**config.mk**
```make
export PLATFORM = sky130hd
export DESIGN_NAME = btn_debounce_pulse
export DESIGN_NICKNAME = d
export VERILOG_FILES = /design/src/rtl/btn_pkg.sv /design/src/rtl/sync_2ff.sv /design/src/rtl/btn_debounce_pulse.sv
export SDC_FILE = /design/constraint.sdc
export NUM_CORES = 1
export LEC_CHECK = 0
export CORE_AREA = 4 4 41 43
export CTS_BUF_LIST = sky130_fd_sc_hd__clkbuf_16
export DETAILED_ROUTE_END_ITERATION = 7
export DIE_AREA = 0 0 45 47
export GPL_ROUTABILITY_DRIVEN = 0
export SYNTH_ARGS = -nofsm -noshare
export SYNTH_HDL_FRONTEND = slang
export SYNTH_SLANG_ARGS = --single-unit
```
**constraint.sdc**
```tcl
create_clock -name clk -period 2.8 [get_ports clk]
set_input_delay 0.42 -clock clk [delete_from_list [all_inputs] [get_ports clk]]
set_output_delay 0.42 -clock clk [all_outputs]
set_load 0.1 [all_outputs]
```
**src/rtl/btn_pkg.sv**
```systemverilog
// Shared types and constants for the push-button debouncer.
//
// Contents:
//   btn_state_e          debouncer FSM state encoding
//   DEF_DEBOUNCE_CYCLES  default number of stable samples to accept a change
//   DEF_REPEAT_CYCLES    default auto-repeat period (only used with BTN_REPEAT_EN)
//   max_int()            helper for sizing the shared counter
package btn_pkg;

    typedef enum logic [1:0] {
        IDLE          = 2'd0,
        CHECK_PRESS   = 2'd1,
        PRESSED       = 2'd2,
        CHECK_RELEASE = 2'd3
    } btn_state_e;

    localparam int DEF_DEBOUNCE_CYCLES = 4;
    localparam int DEF_REPEAT_CYCLES   = 8;

    function automatic int max_int(input int a, input int b);
        return (a > b) ? a : b;
    endfunction

endpackage

```
**src/rtl/sync_2ff.sv**
```systemverilog
// Generic two-flop synchroniser for a single asynchronous input.
//
// Ports:
//   clk    in   destination clock, rising edge
//   rst_n  in   asynchronous active-low reset, clears both flops
//   d      in   asynchronous input
//   q      out  synchronised copy of d, two clk edges later
module sync_2ff (
    input  logic clk,
    input  logic rst_n,
    input  logic d,
    output logic q
);

    logic s1_q;
    logic sync_q;

    always_ff @(posedge clk or negedge rst_n) begin
        if (!rst_n) begin
            s1_q   <= 1'b0;
            sync_q <= 1'b0;
        end else begin
            s1_q   <= d;
            sync_q <= s1_q;
        end
    end

    assign q = sync_q;

endmodule

```
**src/rtl/btn_debounce_pulse.sv**
```systemverilog
// Push-button synchroniser + debouncer with a single-cycle press strobe.
//
// Ports:
//   clk          in   system clock, rising edge
//   reset        in   asynchronous active-low reset
//   btn_in       in   raw button, asynchronous, may bounce
//   btn_level    out  debounced button state (registered)
//   press_pulse  out  one-cycle strobe per accepted press (registered)
//
// Build option:
//   BTN_REPEAT_EN  when defined, press_pulse also fires every REPEAT_CYCLES
//                  cycles while the button stays held.
//
// state         | meaning
// --------------+--------------------------------------------------------
// IDLE          | button released and stable
// CHECK_PRESS   | sync high, counting stable high samples
// PRESSED       | press accepted, btn_level high (repeat timer runs here)
// CHECK_RELEASE | sync low while pressed, counting stable low samples
module btn_debounce_pulse
    import btn_pkg::*;
#(
    parameter int DEBOUNCE_CYCLES = DEF_DEBOUNCE_CYCLES,
    parameter int REPEAT_CYCLES   = DEF_REPEAT_CYCLES
) (
    input  logic clk,
    input  logic reset,
    input  logic btn_in,
    output logic btn_level,
    output logic press_pulse
);

    // One counter is shared by debounce and repeat timing, so it is sized
    // for the larger of the two terminal counts.
    localparam int CNT_W = $clog2(max_int(DEBOUNCE_CYCLES, REPEAT_CYCLES));
    localparam logic [CNT_W-1:0] DB_LAST = CNT_W'(DEBOUNCE_CYCLES - 1);
`ifdef BTN_REPEAT_EN
    localparam logic [CNT_W-1:0] RPT_LAST = CNT_W'(REPEAT_CYCLES - 1);
`endif

    logic sync;

    btn_state_e       state_q, state_d;
    logic [CNT_W-1:0] cnt_q, cnt_d;
    logic             btn_level_q, btn_level_d;
    logic             press_pulse_q, press_pulse_d;

    sync_2ff u_sync (
        .clk   (clk),
        .rst_n (reset),
        .d     (btn_in),
        .q     (sync)
    );

    always_comb begin
        state_d       = state_q;
        cnt_d         = cnt_q;
        btn_level_d   = btn_level_q;
        press_pulse_d = 1'b0;   // strobe: high for at most one cycle

        case (state_q)
            IDLE: begin
                if (sync) begin
                    state_d = CHECK_PRESS;
                    cnt_d   = '0;
                end
            end
            CHECK_PRESS: begin
                if (!sync) begin
                    state_d = IDLE;
                end else if (cnt_q == DB_LAST) begin
                    state_d       = PRESSED;
                    btn_level_d   = 1'b1;
                    press_pulse_d = 1'b1;
                    cnt_d         = '0;
                end else begin
                    cnt_d = cnt_q + 1'b1;
                end
            end
            PRESSED: begin
                if (!sync) begin
                    state_d = CHECK_RELEASE;
                    cnt_d   = '0;
                end
`ifdef BTN_REPEAT_EN
                else if (cnt_q == RPT_LAST) begin
                    press_pulse_d = 1'b1;
                    cnt_d         = '0;
                end else begin
                    cnt_d = cnt_q + 1'b1;
                end
`endif
            end
            CHECK_RELEASE: begin
                if (sync) begin
                    // Release bounce: back to held without a new strobe, and
                    // the repeat period restarts from here.
                    state_d = PRESSED;
                    cnt_d   = '0;
                end else if (cnt_q == DB_LAST) begin
                    state_d     = IDLE;
                    btn_level_d = 1'b0;
                end else begin
                    cnt_d = cnt_q + 1'b1;
                end
            end
            default: begin
                state_d = IDLE;
            end
        endcase
    end

    always_ff @(posedge clk or negedge reset) begin
        if (!reset) begin
            state_q       <= IDLE;
            cnt_q         <= '0;
            btn_level_q   <= 1'b0;
            press_pulse_q <= 1'b0;
        end else begin
            state_q       <= state_d;
            cnt_q         <= cnt_d;
            btn_level_q   <= btn_level_d;
            press_pulse_q <= press_pulse_d;
        end
    end

    assign btn_level   = btn_level_q;
    assign press_pulse = press_pulse_q;

endmodule

```
==> impl_metrics.yaml <==
placement:
  portBuffers: 4
  hpwl_um: 672
finish:
  drive_above_1_share_pct: 11.1
  multi_input_area_um2: 239
  seqCellArea_um2: 225
  diodes: 0
  n_fill_cell: 123
  layout.nets: 61
  area_growth_pct: 24.7
synthesis:
  synth_xor_area_share_pct: 1.78
  synth_common_cells: "dfrtp_1, inv_1"
  synth.most_common_cell: "dfrtp_1"
  synth.largest_area_cell: "dfrtp_1"
  yosysWarnings: 0
  postSynthAreaPerCell_um2: 10.2
  ys_types: 23
  syn_area_um2: 492
  syn_nets: 54
  synthAdderAreaFrac_pct: 7.63
  synthFlopType: "dfrtp_1"
  synth-compound-area-share_pct: 18.6
  yosysTopAreaCellShare_pct: 45.8
  synth_seq_cells: 9
  synthMuxAreaShare_pct: 0
  synth-async-reset-ratio_pct: 100
  syn_inst: 48
  netlist_top_cells_area: "dfrtp_1, ha_1, a32oi_1"
  seq_area_frac_synth_pct: 45.8
  synth_edf_count: 0
  synth_top_family_by_area: "simple AND/OR/NAND/NOR gates"
  yosys.area_share.simple_pct: 20.6
cts:
  cts_setup_buffers: 0
  clockRootBuffer: "clkbuf_16"
  ctsResizeCount: 0
  cts_hold_buf: 0
  clkSlewWorstSetupHoldPaths_ns: 0.04
  ctsLongestPathBuffers: 2
  insertion_delay_ns: 0.24
  cts_buffers: 3
  tritoncts: "built"
  cts_sinks: 9
  ctsHtreeMaxLevel: 1
flow_run:
  maxCapViolCount: 0
floorplan:
  coreArea_um2: 1300
  initial_utilization_pct: 37.8
  io_pins: 5
  rows: 13
  dieArea_um2: 2120
  chipWidth_um: 45
  die_h_um: 47
route:
  via_count: 359
  routed_wl_um: 977
  wl_per_cell_um: 14.2
  firstDrtPassIters: 4
  avgViaCountPerCell: 5.20
  drcViolationCount: 0
  postRouteAntennaNets: 0
  initialDrtViolationCount: 6
worst_setup_path:
  critical_path.endpoint_type: "register"
  crit_chain: "ha_1, nand2b_1, a32oi_1, o311ai_1"
  max_stage_delay_ns: 0.44
  startpoint_type: "register"
  cp.arrival_ns: 1.45
  crit_family: "flip-flops"
  slowest_stage: "dfrtp_1"
  cp.required_ns: 2.90
  crit_path_max_fanout: 7
  crit_type: "register to register"
  ff2ff_setup_slack_ns: 1.44
  cp.buffers_inverters: 0
timing:
  hold_slack_ns: 0.350
  clock.fmax_mhz: 737
  min_period_ns: 1.36
  period_share_pct: 48.4
  rsz0062_at_grt: "false"
  timing.final.hold_violations: 0
  max_slew_margin_pct: 71.4
  report.final.slew_viol_count: 0
  tightest_slew_ns: 0.428
  setup-tns-final_ns: 0
  setup_viol: 0
  fin_skew_ns: 0.00317
grt:
  grt.overflow.total: 0
  grt_util_all_layers_pct: 11.8
  grt_pass1_vias: 363
  grt_max_degree: 13
  grt_pass1_wl_um: 1710
  antenna_found_initial: 0
power:
  p_per_area_nw_per_um2: 1030
  peakVddDrop_uv: 513
  p_leak_nw: 0.270
status:
  status: "complete, no violations"
worst_hold_path:
  hp-class: "register to register"
[placed cells by master, fill, tap and decap left out, drive strengths merged]
cell type	netlist	routed
inv	4	4
a32oi	3	3
nand4	1	1
nand2b	1	1
o311ai	1	1
o31ai	1	1
nor3b	3	3
clkbuf	0	3
o211ai	1	1
nor2b	3	3
clkinv	0	1
and3b	1	1
a21oi	2	2
o21ai	2	2
nand2	2	2
a311oi	1	1
dfrtp	9	9
xnor2	1	1
a31oi	2	2
buf	2	2
and2	2	2
ha	3	3
nor2	1	1
clkdlybuf4s50	0	2
and2b	2	2
[power by group]
group | leakage [nW] | total (mW) | switching (mW) | internal (mW)
logic | 0.120 | 0.151 | 0.0753 | 0.0753
registers | 0.110 | 0.225 | 0.0608 | 0.165
clock network | 0.0409 | 0.254 | 0.0658 | 0.188
[routing by layer]
layer	up-vias	GRT usage, %	routed length (µm)
met4	0	3.51	7
met2	7	19.5	464
met1	163	13.5	448
met3	2	5.75	56
met5	-	0	0
li1	187	-	-
[worst reg2reg max path: stages (launching register included)]
cell and delay [ns]:
dfrtp_1 0.44, ha_1 0.22, nand2b_1 0.16, a32oi_1 0.28, o311ai_1 0.13
[metrics by stage]
step	instance area, µm²	instances	setup slack [ns]	utilization [%]	total power [mW]
after floorplan	492	48	1.47	-	0.334
after global placement	533	65	1.50	41.0	0.370
after detailed placement	533	65	1.46	41.0	0.374
after CTS	613	69	1.45	47.1	0.633
after global routing	613	69	1.35	47.1	0.671
final	613	69	1.44	47.1	0.630
[worst paths after layout]
kind | startpoint | end | depth (start not counted)
max in group asynchronous | reset | press_pulse$_DFF_PN0_ | 1
min in group asynchronous | reset | btn_level$_DFFE_PN0P_ | 1
setup reg to reg | cnt_q[0]$_DFFE_PN0P_ | cnt_q[0]$_DFFE_PN0P_ | 4
hold / removal | u_sync.s1_q$_DFF_PN0_ | u_sync.q$_DFF_PN0_ | 0
hold reg to reg | u_sync.s1_q$_DFF_PN0_ | u_sync.q$_DFF_PN0_ | 0
setup / recovery | cnt_q[0]$_DFFE_PN0P_ | cnt_q[0]$_DFFE_PN0P_ | 4
[area by class of cell]
cell class / count / share of cell area, %
Multi-Input combinational cell: 33 / 39.0
Sequential cell: 9 / 36.7
Timing Repair Buffer: 4 / 5.71
Clock inverter: 1 / 0.816
Inverter: 4 / 2.45
Tap cell: 15 / 3.06
Clock buffer: 3 / 12.2
[logic make-up after synthesis]
family          Yosys count
fa+ha+maj                 3
buf+inv                   6
xor+xnor                  1
simple gates             16
compound gates           13
flops                     9
No activity file was read; power rests on OpenSTA's default activity.
==> variant 1, RTL diff (same settings) <==
Remove the register `press_pulse_q`: a continuous assignment takes its place, so the output `press_pulse` follows one clock earlier.
--- a/src/rtl/btn_debounce_pulse.sv
+++ b/src/rtl/btn_debounce_pulse.sv
@@ -116,12 +116,12 @@
             cnt_q         <= '0;
             btn_level_q   <= 1'b0;
-            press_pulse_q <= 1'b0;
         end else begin
             state_q       <= state_d;
             cnt_q         <= cnt_d;
             btn_level_q   <= btn_level_d;
-            press_pulse_q <= press_pulse_d;
         end
     end
+
+    assign press_pulse_q = press_pulse_d;
 
     assign btn_level   = btn_level_q;
Function: changed (Yosys sat finds a counterexample within 10 cycles, from zero or initial values and one cycle with reset low).
==> variant 1 against the original RTL <==
Synthesized cell count decreased by 2.1%; sequential cell count decreased by 1; total power decreased by 3.7%; sequential share of layout area decreased by 2.5 points; area after synthesis decreased by 3.8%; cell count decreased by 2.9%; worst setup slack got worse by 0.65 ns; cell area decreased by 4.5%; wire length decreased by 0.72%; global-route usage increased by 0.22 points; critical endpoint is now press_pulse.
==> variant 1: results (changes against the original RTL) <==
The final layout net count came out at 60 (was 61). The arrival time reported for the critical path endpoint is 1.58 ns (was 1.45 ns). The largest vdd supply drop is 0.4075 mV (was 0.5126 mV).

The switching portion of total power came out at 31.84% (was 32.04%). The total global routing track utilization is 12.00% (was 11.78%). The area after detailed placement is 510.5 µm² (was 533.0 µm²). The number of vias per cell after detailed routing is 5.791 (was 5.203). Synth cell count leaders: dfrtp_1 (8), inv_1 (4) (was dfrtp_1 (9), inv_1 (4)). The reported leakage power came out at 0.0002509 µW (was 0.0002703 µW). The global-route wire length before repair was 1662 µm (was 1711 µm). The worst setup timing slack at the placement stage is 1.053 ns (was 1.458 ns). The total routed wire length on the met1 layer came out at 421 µm (was 448 µm). The met3 routed wirelength is 75 µm (was 56 µm).

The share of final-layout standard cells stronger than drive strength 1 was 11.54% (was 11.11%). Main area contributors after synthesis: dfrtp_1 (42%), ha_1 (7.9%), a32oi_1 (5.6%) (was dfrtp_1 (46%), ha_1 (7.6%), a32oi_1 (5.3%)). The post-DP HPWL came out at 673.8 µm (was 671.8 µm).

The clock tree root buffer cell was clkbuf_16 (unchanged). The actual transition at the worst max-transition pin was 0.3771 ns (was 0.4284 ns). The distinct cell type count after synthesis came out at 25 (was 23). Status: complete, no violations (unchanged). The worst setup skew after layout is 0.002493 ns (was 0.003165 ns). The number of post-CTS setup repair buffers came to 0 (unchanged). The per-cell routed wire length came out at 14.48 µm (was 14.16 µm). The number of design-rule violations left by the first detailed-router iteration came out at 14 (was 6).

The number of global-route vias before repair came to 360 (was 363). The met2 layer wire length in the routed design was 439 µm (was 464 µm). The net count of the mapped netlist was 53 (was 54). The sequential area share after synthesis is 42.33% (was 45.80%).
variant 1: cell count changes after synthesis, sizes merged:
cell   before  now
dfrtp       9    8
variant 1: layout make-up:
type | instances | area [µm²]
tap | 15 | 18.77
sequential | 8 | 200.2
timing repair buffer | 4 | 35.03
fill | 127 | 715.7
clock buffer | 3 | 75.07
multi-input combinational | 33 | 241.5
inverter | 4 | 15.01
variant 1: routing by layer:
metal | vias to the layer above | track usage (%)
met5 | - | 0
met4 | 0 | 12.28
met3 | 4 | 3.831
met2 | 18 | 16.95
met1 | 184 | 13.92
li1 | 182 | -
variant 1: kinds of logic after synthesis:
| kind of cell | count (synthesis) | share of synthesized area [%] |
|---|---|---|
| and+or+nand+nor | 16 | 21.96 |
| adders and majority gates | 3 | 7.937 |
| DFF | 8 | 42.33 |
| AOI/OAI and AO/OA | 13 | 19.31 |
| xor gates and xnor gates | 1 | 1.852 |
| buffers and inverters | 6 | 6.612 |
variant 1: worst paths after layout:
check / start / endpoint / slack, ns / depth (start not counted)
max: cnt_q[0]$_DFFE_PN0P_ / press_pulse / 0.80 / 4
max in group asynchronous: reset / async pin / 2.06 / 1
max reg2reg: cnt_q[0]$_DFFE_PN0P_ / cnt_q[0]$_DFFE_PN0P_ / 1.41 / 4
min in group asynchronous: reset / cnt_q[1]$_DFFE_PN0P_ / 0.47 / 1
min reg2reg: u_sync.s1_q$_DFF_PN0_ / u_sync.q$_DFF_PN0_ / 0.35 / 0
min: u_sync.s1_q$_DFF_PN0_ / u_sync.q$_DFF_PN0_ / 0.35 / 0
variant 1: power groups by stage:
stage                     Combinational, µW  Clock (µW)  Sequential (µW)
after floorplan                         140           0              185
after global placement                  154           0              215
after detailed placement                152           0              212
after CTS                               155         242              212
after global routing                    173         249              221
final                                   154         240              213
variant 1: metrics by stage:
step	util (%)	instances	hold WS, ns
2_1_floorplan	-	47	0.1244
3_3_place_gp	39.23	64	0.3590
3_5_place_dp	39.23	64	0.3380
4_1_cts	45.00	67	0.3588
5_1_grt	45.00	67	0.3648
6_report	45.00	67	0.3535
variant 1: critical path: stages (launching register included):
cell	delay [ns]
dfrtp_1	0.45
ha_1	0.22
and3b_1	0.25
and2_1	0.15
buf_4	0.28
==> variant 2, RTL diff (same flow settings) <==
Made on the original files. The package constant `DEF_REPEAT_CYCLES` goes from 8 to 4.
--- a/src/rtl/btn_pkg.sv
+++ b/src/rtl/btn_pkg.sv
@@ -16,5 +16,5 @@
 
     localparam int DEF_DEBOUNCE_CYCLES = 4;
-    localparam int DEF_REPEAT_CYCLES   = 8;
+    localparam int DEF_REPEAT_CYCLES   = 4;
 
     function automatic int max_int(input int a, input int b);
Check against the original RTL: same outputs for any inputs over 10 cycles, from zero or initial values and one cycle with reset low; that may be too few to reach the edited logic, so the function may still have changed.
==> variant 2 against the original RTL <==
Sequential cell count down 1; via count shrank 16%; total power down 22%; critical endpoint unchanged; highest routed layer unchanged; sequential power decreased by 26%; combinational power shrank 43%; area after synthesis fell by 12%; largest power group unchanged; worst setup slack lost 0.18 ns; cell area down 13%; wire length down 24%; critical path type unchanged.
==> variant 2: results (changes against the original RTL) <==
Status: complete, no violations (unchanged). The maximum single-stage delay on the critical path is 0.43 ns. Main area contributors after synthesis: dfrtp_1 (47%), nand3b_1 (7.0%), ha_1 (5.8%) (was dfrtp_1 (46%), ha_1 (7.6%), a32oi_1 (5.3%)). The global-route wire length before repair is 1324 µm (was 1711 µm). The max-slew headroom at the worst pin is 75.84% (was 71.35%). The instance count after placement with tap cells included was 54 (was 65). The area after detailed placement came to 460.4 µm² (was 533.0 µm²). The total length of routed wires is 738 µm (was 977 µm).

The post-route total power is 492.5 µW (was 630.4 µW). The final layout net count came to 49 (was 61). The worst setup skew after layout is 0.002953 ns (was 0.003165 ns). The number of vias per cell after detailed routing came out at 5.281 (was 5.203). The total global routing track utilization came out at 9.315% (was 11.78%).

The number of global-route vias before repair is 296 (was 363). The compound-cell area share of the yosys netlist is 16.28% (was 18.58%). The switching power total came out at 125.2 µW (was 202.0 µW). The adder and majority cell fraction of the synthesized area came out at 5.814% (was 7.634%).

The classification of the worst-slack hold path is register to register (unchanged). The number of instances in the synthesized netlist is 38 (was 48). The distinct cell type count after synthesis came out at 22 (was 23). The count of non-filler cells in the finished layout was 57 (was 69). The routing usage on met2 came out at 13.56% (was 19.49%). The total iterations of the first detailed-routing run came out at 3 (was 4). The worst hold slack came out at 0.3483 ns (was 0.3500 ns). Synth cell count leaders: dfrtp_1 (8), nand3b_1 (4), a21oi_1 (3) (was dfrtp_1 (9), inv_1 (4)). The area growth from synthesis to final layout came out at 24.42% (was 24.68%). The share of final-layout standard cells stronger than drive strength 1 is 16.67% (was 11.11%). The met3 routed wirelength came out at 66 µm (was 56 µm). The number of design-rule violations left by the first detailed-router iteration is 5 (was 6).

The global routing met1 resource utilization is 10.47% (was 13.49%). The net count of the mapped netlist is 43 (was 54). The sequential area share after synthesis came out at 46.51% (was 45.80%). The met3 track demand over resource is 4.598% (was 5.747%). The proportion of power drawn by flip-flops and latches is 33.9% (was 35.8%). The number of inserted diodes is 0 (unchanged).

The combinational power is 86.8 µW (was 151 µW). The reported leakage power was 0.0002344 µW (was 0.0002703 µW). The number of fillers in the final layout came out at 132 (was 123).

The total routed wire length on the met1 layer came to 352 µm (was 448 µm). The xor/xnor cell area share of the yosys netlist came to 2.035% (was 1.781%).
## variant 2: area by class of cell
class | instances | share of cell area (%)
clock buffers | 3 | 14.02
well taps | 15 | 3.505
flip-flops and latches | 8 | 37.38
multi-input cells | 27 | 38.55
repair buffers | 4 | 6.542
## variant 2: how the worst max path moves through the flow
stage,to,cells after the start,start,slack [ns]
floorplan,cnt_q[0]$_DFFE_PN0P_,4,cnt_q[0]$_DFFE_PN0P_,1.41
global placement,cnt_q[0]$_DFFE_PN0P_,4,cnt_q[1]$_DFFE_PN0P_,1.34
detailed placement,cnt_q[0]$_DFFE_PN0P_,4,cnt_q[0]$_DFFE_PN0P_,1.28
CTS,cnt_q[0]$_DFFE_PN0P_,4,cnt_q[0]$_DFFE_PN0P_,1.27
global route,cnt_q[0]$_DFFE_PN0P_,4,cnt_q[0]$_DFFE_PN0P_,1.21
finish,cnt_q[0]$_DFFE_PN0P_,4,cnt_q[0]$_DFFE_PN0P_,1.27
